===== src/rtl/anton_neopixel_frame_loader.sv =====
// ---------------------------------------------------------------------------
// anton_neopixel_frame_loader
//
// Upstream bus master for the neopixel module. It takes one pixel frame as a
// byte stream over a valid/ready handshake and writes the bytes in order into
// the pixel buffer, starting at address 0. At the end of the frame it writes
// the max register (index of the last pixel byte, low then high byte) and then
// the control register. frameDone pulses together with the control write.
// Bytes past the end of the buffer are dropped and raise the sticky overflow
// flag.
//
// Ports
//   busClk     in   1  single clock; shared with the neopixel bus
//   reset      in   1  synchronous, active-high reset
//   inData     in   8  frame byte
//   inValid    in   1  inData/inLast valid
//   inLast     in   1  marks the final byte of the frame
//   inReady    out  1  loader accepts a byte this cycle
//   ctrlByte   in   8  control value, latched on the first byte of a frame
//   busAddr    out 14  write address to the neopixel module
//   busDataOut out  8  write data (neopixel busDataIn)
//   busWrite   out  1  one-cycle write strobe
//   busy       out  1  high from the first accepted byte until frameDone
//   frameDone  out  1  one-cycle pulse with the control-register write
//   overflow   out  1  sticky: the frame was longer than the buffer
// ---------------------------------------------------------------------------

`ifndef BUFFER_END_DEFAULT
`define BUFFER_END_DEFAULT 767
`endif

module anton_neopixel_frame_loader #(
    parameter int          BUFFER_END     = `BUFFER_END_DEFAULT,
    parameter logic [13:0] REG_MAX_L_ADDR = 14'h2000,
    parameter logic [13:0] REG_MAX_H_ADDR = 14'h2001,
    parameter logic [13:0] REG_CTRL_ADDR  = 14'h2002
) (
    input  logic        busClk,
    input  logic        reset,
    input  logic [7:0]  inData,
    input  logic        inValid,
    input  logic        inLast,
    output logic        inReady,
    input  logic [7:0]  ctrlByte,
    output logic [13:0] busAddr,
    output logic [7:0]  busDataOut,
    output logic        busWrite,
    output logic        busy,
    output logic        frameDone,
    output logic        overflow
);

    localparam int BUFFER_BITS = (BUFFER_END > 0) ? $clog2(BUFFER_END + 1) : 1;
    localparam logic [BUFFER_BITS-1:0] LAST_INDEX = BUFFER_BITS'(BUFFER_END);

    typedef enum logic [2:0] {
        IDLE,
        LOAD,
        DRAIN,
        WR_MAX_L,
        WR_MAX_H,
        WR_CTRL
    } stateType;

    stateType               state, stateNext;
    logic [BUFFER_BITS-1:0] index, indexNext;       // next buffer address to write
    logic [BUFFER_BITS-1:0] lastAddr, lastAddrNext; // address of the last byte written
    logic [7:0]             ctrlLatched, ctrlLatchedNext;
    logic [13:0]            busAddrNext;
    logic [7:0]             busDataNext;
    logic                   busWriteNext;
    logic                   busyNext;
    logic                   frameDoneNext;
    logic                   overflowNext;
    logic                   transfer;
    logic [12:0]            maxVal;

    // The loader only stalls while it emits the three register writes.
    assign inReady  = (state == IDLE) || (state == LOAD) || (state == DRAIN);
    assign transfer = inValid && inReady;
    assign maxVal   = 13'(lastAddr);

    // NOTE: state is updated with non-blocking assignments so every register
    // samples the values from before this edge; blocking here would let one
    // register see another's new value and break the one-cycle bus latency.
    always_ff @(posedge busClk) begin
        if (reset) begin
            state       <= IDLE;
            index       <= '0;
            lastAddr    <= '0;
            ctrlLatched <= '0;
            busAddr     <= '0;
            busDataOut  <= '0;
            busWrite    <= 1'b0;
            busy        <= 1'b0;
            frameDone   <= 1'b0;
            overflow    <= 1'b0;
        end else begin
            state       <= stateNext;
            index       <= indexNext;
            lastAddr    <= lastAddrNext;
            ctrlLatched <= ctrlLatchedNext;
            busAddr     <= busAddrNext;
            busDataOut  <= busDataNext;
            busWrite    <= busWriteNext;
            busy        <= busyNext;
            frameDone   <= frameDoneNext;
            overflow    <= overflowNext;
        end
    end

    // NOTE: every signal driven here gets a default before the case statement,
    // so no path through the block leaves a value unassigned and no latch is
    // inferred. Defaulting the bus address/data to their current values is what
    // makes them hold while busWrite is low.
    always_comb begin
        stateNext       = state;
        indexNext       = index;
        lastAddrNext    = lastAddr;
        ctrlLatchedNext = ctrlLatched;
        busAddrNext     = busAddr;
        busDataNext     = busDataOut;
        busWriteNext    = 1'b0;
        frameDoneNext   = 1'b0;
        overflowNext    = overflow;
        // busy stays up through the frameDone cycle and drops right after,
        // unless the next frame's first byte is accepted in that same cycle.
        busyNext        = busy && !frameDone;

        case (state)
            IDLE: begin
                if (transfer) begin
                    ctrlLatchedNext = ctrlByte;
                    overflowNext    = 1'b0;
                    busyNext        = 1'b1;
                    busAddrNext     = '0;
                    busDataNext     = inData;
                    busWriteNext    = 1'b1;
                    lastAddrNext    = '0;
                    indexNext       = BUFFER_BITS'(1);
                    if (inLast) begin
                        stateNext = WR_MAX_L;
                    end else if (LAST_INDEX == '0) begin
                        // One-byte buffer: the first byte already fills it.
                        overflowNext = 1'b1;
                        stateNext    = DRAIN;
                    end else begin
                        stateNext = LOAD;
                    end
                end
            end

            LOAD: begin
                if (transfer) begin
                    busAddrNext  = 14'(index);
                    busDataNext  = inData;
                    busWriteNext = 1'b1;
                    lastAddrNext = index;
                    indexNext    = index + 1'b1;
                    if (inLast) begin
                        stateNext = WR_MAX_L;
                    end else if (index == LAST_INDEX) begin
                        // Buffer full and the frame keeps going.
                        overflowNext = 1'b1;
                        stateNext    = DRAIN;
                    end
                end
            end

            DRAIN: begin
                // Swallow the rest of an oversized frame without writing it.
                if (transfer && inLast) begin
                    stateNext = WR_MAX_L;
                end
            end

            WR_MAX_L: begin
                busAddrNext  = REG_MAX_L_ADDR;
                busDataNext  = maxVal[7:0];
                busWriteNext = 1'b1;
                stateNext    = WR_MAX_H;
            end

            WR_MAX_H: begin
                busAddrNext  = REG_MAX_H_ADDR;
                busDataNext  = {3'b000, maxVal[12:8]};
                busWriteNext = 1'b1;
                stateNext    = WR_CTRL;
            end

            WR_CTRL: begin
                busAddrNext   = REG_CTRL_ADDR;
                busDataNext   = ctrlLatched;
                busWriteNext  = 1'b1;
                frameDoneNext = 1'b1;
                indexNext     = '0;
                stateNext     = IDLE;
            end

            default: begin
                stateNext = IDLE;
            end
        endcase
    end

endmodule


===== config.mk =====
export PLATFORM = sky130hd
export DESIGN_NAME = anton_neopixel_frame_loader
export DESIGN_NICKNAME = d
export VERILOG_FILES = /design/src/rtl/anton_neopixel_frame_loader.sv
export SDC_FILE = /design/constraint.sdc
export NUM_CORES = 1
export LEC_CHECK = 0
export BUFFER_PORTS_ARGS = -buffer_cell sky130_fd_sc_hd__buf_2
export CAP_MARGIN = 5
export CORE_MARGIN = 3
export CORE_UTILIZATION = 40
export DETAILED_ROUTE_END_ITERATION = 7
export GPL_TIMING_DRIVEN = 0
export MAX_ROUTING_LAYER = met4
export PLACE_DENSITY = 0.71
export SYNTH_ARGS = -nofsm -noshare
export SYNTH_HDL_FRONTEND = slang
export SYNTH_SLANG_ARGS = --single-unit

===== constraint.sdc =====
create_clock -name busClk -period 2 [get_ports busClk]
set_clock_uncertainty 0.05 [all_clocks]
set_input_delay 0.4 -clock busClk [delete_from_list [all_inputs] [get_ports busClk]]
set_output_delay 0.4 -clock busClk [all_outputs]
set_load 0.005 [all_outputs]

==> Word level (Yosys, flattened, before mapping) <==
Cells that the tools add are included.
{ "word_totals": {"out_inout_bits": 27, "regBits": 57, "inputBits": 20} }
{ "op_classes": {"eq_ne": 13, "mux": 28, "reduce_logical": 20, "n_addsub": 1} }
{ "op_table": {"columns": ["op", "count"], "rows": [
  ["14-bit one-hot mux with 5 select lines", 1],
  ["10-bit 2-to-1 mux", 4],
  ["8-bit one-hot mux with 4 select lines", 1],
  ["10-bit one-hot mux with 3 select lines", 1],
  ["14-bit 2-to-1 mux", 2],
  ["10-bit one-hot mux with 2 select lines", 1],
  ["3-bit 2-to-1 mux", 5],
  ["3-bit one-hot mux with 5 select lines", 1],
  ["10-bit by 1-bit adder with 10-bit output (second input constant)", 1],
  ["10-bit == test (second input constant)", 1],
  ["3-bit AND reduction", 3],
  ["1-bit 2-to-1 mux", 8],
  ["8-bit 2-to-1 mux", 1],
  ["3-bit by 2-bit == test with 1-bit output (second input constant)", 2],
  ["3-bit == test (second input constant)", 2],
  ["2-bit by 1-bit inequality test with 1-bit output (second input constant)", 3],
  ["2-bit inequality test (second input constant)", 3],
  ["5-bit AND reduction", 1],
  ["5-bit nonzero test", 1],
  ["1-bit one-hot mux with 2 select lines", 2],
  ["2-bit AND reduction", 2],
  ["4-bit AND reduction", 1],
  ["4-bit nonzero test", 1],
  ["3-bit by 1-bit == test with 1-bit output (second input constant)", 1],
  ["other kinds (10)", 13]
]} }

==> Longest topological paths before layout <==
Gate-level depths: netlist (run 1).
{ "depth": {"depth_word": 7, "ltp_mapped": 6, "mapped_depth_nobuf": 5} }

==> Worst setup path after synthesis (run 1) <==
OpenSTA, ideal clock, no wires.
{ "synth_timing": {"path_kind": "input to register", "start": "input port inValid", "end": "register index[9]", "setup_slack_ps": 193, "arrival_ps": 1687, "path_stages": 5, "path_cell_list": "buf_2 > mux2i_2 > or3_4 > or4_1 > a21oi_1"} }
{ "synth_via": {"elab_chain_len": 3, "word_cells_on_any_way": 4} }
{ "synth_rtl": {"columns": ["element", "line", "text"], "rows": [
  ["from (decl)", "41", "input logic inValid,"],
  ["1-bit logical AND (*)", "80", "assign transfer = inValid && inReady;"],
  ["2-bit inequality test (no line)", null, null],
  ["3-bit AND reduction (no line) (*)", null, null],
  ["to (signal assigned)", "100", "index <= indexNext;"],
  ["to (decl)", "66", "logic [BUFFER_BITS-1:0] index, indexNext;"]
]} }
Every way passes the cells marked *; elsewhere a longest branch is shown, timed or not.
A chain may end at the register's enable or synchronous reset.

==> Worst setup path after layout (run 1) <==
{ "layout_timing": {"start": "register state[2]", "end": "register index[9]"} }
{ "layout_via": {"elab_chain_len": 6, "word_cells_on_any_way": 12} }
{ "layout_rtl": {"columns": ["element", "line", "text"], "rows": [
  ["from (decl)", "65", "stateType state, stateNext;"],
  ["from (signal assigned)", "99", "state <= stateNext;"],
  ["3-bit by 1-bit == test with 1-bit output / 3-bit logical NOT (equally long branches)", "79, 130", null],
  ["1-bit logical OR (2 in a row)", "79", "assign inReady = (state == IDLE) || (state == LOAD) || (state == DRAIN);"],
  ["1-bit logical AND", "80", null],
  ["2-bit inequality test (no line)", null, null],
  ["3-bit AND reduction (no line)", null, null]
]} }
Parallel ways exist; a longest one is shown, timed or not.

==> flow_summary.ini, run 1 <==
[power_and_ir_drop]
pwr_density_cell_nw_per_um2 = 845
p_total_w = 0.00233
p_leak_nw = 1.05
ir_drop_mv = 0.497

[drt]
num_vias = 2179
post_drt_via_cell_ratio = 5.35
ant_nets = 0
wirelength_mm = 5.87
first_pass_iters = 4
drtIter0Drc = 226
route.detailed.drc = 0
wl_per_cell_um = 14.4

[setup_path]
critPathKind = flop to flop
r2r-start = state[2]
critPathArrivalTime_ns = 2.04
cp.required_ns = 2.19
startpoint = state[2]
crit_fanout = 10
endpoint_kind = flop
startpoint_type = flop

[synth]
synth_edf_count = 0
ys_types = 46
syn_avg_cell_area_sq_um = 8.23
synth_area_sq_um = 2340
async_reset_ff_frac = 0
yosys-top-cells-area = dfxtp_1 (46%), a21oi_1 (8.4%), nand2_1 (8.2%), nor2_1 (3.5%), clkbuf_1 (2.4%)
yosysWarnings = 0
ys_ff_latch = 54
synth_area_leader_cell = dfxtp_1
syn-instance-count = 284
ys.flop_type = dfxtp_1
synthMostInstantiatedCell = dfxtp_1
yosysTopAreaCellShare = 0.463
synthTopCellsByCount = dfxtp_1 (54), nand2_1 (51), a21oi_1 (39), nor2_1 (22), clkbuf_1 (15)
seq_area_frac_synth = 0.463

[timing]
relSlewSlack = 0.642
rsz0062_at_grt = false
finalSetupViolCount = 0
layout_min_cycle_time_ns = 1.85
fmax_mhz = 539
maxSlewViolCount = 0
finalCritPeriodShare = 0.927
hold_violations = 0
worst_pin_slew_ns = 0.534

[global_route]
grtUsageMet2 = 0.299
grt_max_degree = 17
grt-busiest-layer = met2
grt_pass1_wl_mm = 9.63
met3_usage = 0.0228
antenna_found_initial = 0
grt_overflow = 0
grt_pass1_vias = 2035
grt_use_met1 = 0.254
track_usage = 0.191

[cts]
clk_pin_slew_worst_paths_ns = 0.10
cts_setup_buffers = 0
cts_sinks = 54
clockBufferDepth = 2
insertion_delay_ns = 0.30
cts_tree = done
ctsHtreeMaxLevel = 2
cts_made_buffers = 5
postCtsHoldBufs = 0
cts_resized = 3
cts-root-buf = clkbuf_8

[floorplanning]
std_cell_rows = 27
dieArea_sq_um = 6790
start_util = 0.419
fp.coreArea_sq_um = 5570
ios = 47
fp.dieW_um = 82.4
die_h_um = 82.4

[layout]
drive_gt1_frac = 0.200
antenna_cells = 0
nNetsFinal = 355
utilization = 0.495
syn_to_final_growth_pct = 18.1

[job]
max_cap_viol_count = 0

[min_path]
hold_start = ctrlByte[5]
hp-class = input port to flop

[place]
place.gp.congestion = 0.857
buffer_ports.inserted = 41
place.detailed.hpwl_mm = 4.40

[run_status]
status = complete, no violations
flip-flops by register name, summed over array words and instances (netlist names):
| name | cells |
|---|---|
| ctrlLatched | 8 |
| busAddr | 11 |
| overflow | 1 |
| index | 10 |
| busy | 1 |
| busDataOut | 8 |
| frameDone | 1 |
| state | 3 |
| busWrite | 1 |
| lastAddr | 10 |
kinds of logic after synthesis:
logic type               share of synthesized area
multiplexers                                0.0145
AND/OR/NAND/NOR                              0.220
AO/OA/AOI/OAI                                0.225
flip-flops                                   0.463
buffers and inverters                       0.0525
adder cells (fa/ha/maj)                    0.00536
XOR/XNOR                                    0.0187
other                                      0.00161
routing by layer:
layer  up-vias  routed length (um)
li1       1094                   -
met1      1009                2680
met2        64                2720
met3        12                 357
met4         0                 114
met5         -                   0
report_power, final:
| group | total [W] | switching, W | internal [W] |
|---|---|---|---|
| sequential | 0.00119 | 0.0000472 | 0.00114 |
| combinational | 0.000476 | 0.000294 | 0.000182 |
| clock | 0.000664 | 0.000346 | 0.000318 |
worst max-delay path, stage by stage, from the launching register on:
cell and delay, ns:
dfxtp_1 0.31, buf_4 0.16, mux2i_2 0.21, or3_4 0.41
or4_1 0.51, a21oi_1 0.14
area by class of cell:
class                      count  area, sq um
buffer                        22          108
clock buffer                   7         96.3
clock inverter                 1         8.76
fill                         570         2820
inverter                       6         22.5
multi-input combinational    204         1150
sequential                    54         1080
tap                           72         90.1
timing repair buffer          41          205
final timing paths:
kind	cells after the start	endpoint	slack [ns]
worst max-delay path	5	index[9]	0.15
worst min-delay path	3	ctrlLatched[5]	0.27
worst max register to register	5	index[9]	0.15
worst min register to register	2	busAddr[7]	0.41
cell usage in the layout, fill, tap and decap left out, types with 2 or more instances in the layout:
cell type  netlist  routed
a22oi_1          2       2
clkbuf_2         0       6
a31oi_1          2       2
o221ai_1         2       2
a221oi_1         6       6
xnor2_1          4       4
o21a_1           3       3
a211oi_1         2       2
dfxtp_1         54      54
nand2_1         51      51
nor2b_1          4       4
mux2i_1          2       2
nand3_1          4       4
nor4b_1          2       2
a22o_1           6       6
o2bb2ai_1        4       4
conb_1           1       3
or3b_2           2       2
or3_1            3       3
o21ai_0          7       7
a311oi_1         2       2
a21oi_1         39      39
nor3_1           7       7
o31ai_1          2       2
buf_4            4       4
nand2b_1         4       4
inv_1            6       6
clkbuf_1        15       9
nor2_1          22      22
buf_2            2      43
nor4_1           4       4
clkbuf_8         0       7
through the flow:
stage	instances	cell area (sq um)	TNS (ns)	setup WS, ns	hold slack (ns)
final	407	2760	0	0.146	0.270
after global routing	407	2760	0	0.0146	0.279
after CTS	407	2750	0	0.0347	0.274
after detailed placement	399	2640	-1.27	-0.160	0.394
after global placement	399	2640	-1.20	-0.136	0.393
after floorplan	286	2340	0	0.193	0.386
Power figures use the tool's default switching activity.
==> run 2: changes to the inputs <==
--- a/config.mk
+++ b/config.mk
@@ -8,11 +8,11 @@
 export BUFFER_PORTS_ARGS = -buffer_cell sky130_fd_sc_hd__buf_2
 export CAP_MARGIN = 5
 export CORE_MARGIN = 3
-export CORE_UTILIZATION = 40
+export CORE_UTILIZATION = 54
 export DETAILED_ROUTE_END_ITERATION = 7
 export GPL_TIMING_DRIVEN = 0
 export MAX_ROUTING_LAYER = met4
-export PLACE_DENSITY = 0.71
+export PLACE_DENSITY = 0.89
 export SYNTH_ARGS = -nofsm -noshare
 export SYNTH_HDL_FRONTEND = slang
 export SYNTH_SLANG_ARGS = --single-unit
==> run 2 against run 1 <==
Compared with the run above: combinational power about the same; register-to-register slack lost 0.07 ns; via count is 5.2% higher; first-iteration DRC count grew 61%; critical path depth is 2 lower; sequential cell count stayed put; largest cell class unchanged; largest power group unchanged; highest routed layer unchanged.
==> flow_summary.ini, run 2 (synthesis gave the netlist of run 1 again) <==
[power_and_ir_drop]
p_total_w = 0.00233
p_leak_nw = 1.03
pwr_density_cell_nw_per_um2 = 857
ir_drop_mv = 0.662

[setup_path]
cp_top_family = buffers and inverters
path_buf_inv = 2
reg2reg_slack_ns = 0.08
cp.required_ns = 1.55
endpoint_kind = output port
crit_fanout = 10
r2r-end = ctrlLatched[3]
critPathMaxStageDelay_ns = 0.48
startpoint_type = flop
worstRegToRegCells = 5
crit_chain = buf_1 > a21oi_1 > buf_2
critPathKind = flop to output port
critPathArrivalTime_ns = 1.54
slowest_stage = dfxtp_1
r2r-start = state[1]

[layout]
seqCellArea_sq_um = 1080
fillerInstances = 343
syn_to_final_growth_pct = 16.5
mostFrequentLayoutCells = dfxtp_1 (54), nand2_1 (51), buf_2 (43)
antenna_cells = 0
nNetsFinal = 355
utilization = 0.666
multi_input_area_sq_um = 1150
largest_reg_flops = 11
final_common_cell = dfxtp_1
drive_gt1_frac = 0.194
biggestRegsByFlops = busAddr: 11 flops, index: 10 flops, lastAddr: 10 flops
final_cell_area_sq_um = 2720
largest_register = busAddr

[drt]
drtIter0Drc = 363
route.detailed.drc = 0
first_pass_iters = 5
post_drt_via_cell_ratio = 5.95
num_vias = 2292
wl_per_cell_um = 15.2
ant_nets = 0
wirelength_mm = 5.86

[timing]
worst_pin_slew_ns = 0.552
layout_min_cycle_time_ns = 1.99
maxSlewViolCount = 0
fmax_mhz = 502
hold_violations = 0
finalSetupViolCount = 0
rsz0062_at_grt = true
relSlewSlack = 0.631
layout_setup_ws_ns = 0.00942
finalCritPeriodShare = 0.995
fin_hold_ws_ns = 0.266

[min_path]
hold_path_depth = 3
hp-class = input port to flop
hold_path_end = ctrlLatched[0]
hold_start = ctrlByte[0]

[cts]
cts_tree = done
cts_made_buffers = 5
clk_pin_slew_worst_paths_ns = 0.10
ctsHtreeMaxLevel = 2
cts_setup_buffers = 0
insertion_delay_ns = 0.32
cts_sinks = 54
clockBufferDepth = 2
cts-root-buf = clkbuf_8

[place]
buffer_ports.inserted = 41
dp_slack_ns = -0.152
place.gp.congestion = 0.982
place.detailed.hpwl_mm = 4.25
place_area_sq_um = 2610

[floorplanning]
fp.dieW_um = 71.8
std_cell_rows = 23
dieArea_sq_um = 5150
ios = 47
fp.coreArea_sq_um = 4090
die_h_um = 71.8
start_util = 0.572

[global_route]
track_usage = 0.246
grt_max_degree = 18
antenna_found_initial = 0
grt_overflow = 0
grt_pass1_wl_mm = 9.62
grt_pass1_vias = 2042

[job]
max_cap_viol_count = 0

[run_status]
status = complete, no violations
-- run 2: cell types whose count changed in the layout (fill, tap and decap cells not counted), sizes merged --
cell / previous run / this run
clkinvlp: 0 / 1
clkinv: 1 / 0
buf: 48 / 49
inv: 6 / 7
clkbuf: 22 / 20
-- run 2: cell type report --
type,instances,share of cell area
repair buffers,41,0.0754
clock buffers,6,0.0303
multi-input cells,204,0.421
clock inverters,2,0.00598
plain buffers,22,0.0386
inverters,6,0.00828
flip-flops and latches,54,0.397
well taps,50,0.0230
-- run 2: worst max-delay path by stage --
stage,startpoint,to,slack (ns),cells past startpoint
after detailed placement,inValid,busAddr[4],-0.15,6
after global routing,state[1],ctrlLatched[2],-0.08,5
after global placement,inValid,busAddr[8],-0.09,6
after CTS,state[0],inReady,0.04,3
final,state[0],inReady,0.009,3
after floorplan,inValid,index[9],0.19,5
-- run 2: worst reg2reg max path: stages (launching register included) --
cell and delay, ns:
dfxtp_1 0.33, clkbuf_2 0.19, or3b_2 0.55, nor2_1 0.46, nand2_1 0.12, a21oi_1 0.16
-- run 2: per-layer routing --
layer	vias up	wire (um)	part of all wire	global-route usage
li1	1093	-	-	-
met2	133	2830	0.48	0.386
met1	1048	2390	0.41	0.322
met5	-	0	0	-
met3	18	528	0.090	0.0589
met4	0	106	0.018	0.0564
-- run 2: repair_timing --
action | CTS | global route
hold buffers | 0 | 0
resized for setup | 3 | 5
setup endpoints to repair | 13 | 25
-- run 2: power breakdown --
part,internal [W],total (W),switching (W)
registers,0.00114,0.00119,0.0000485
clock network,0.000286,0.000661,0.000375
logic,0.000181,0.000479,0.000299
total,0.00161,0.00233,0.000722
-- run 2: per-stage QoR --
stage          TNS [ns]  cells
2_1_floorplan         0    286
3_3_place_gp     -0.790    377
3_5_place_dp      -1.28    377
4_1_cts               0    385
5_1_grt          -0.323    385
6_report              0    385
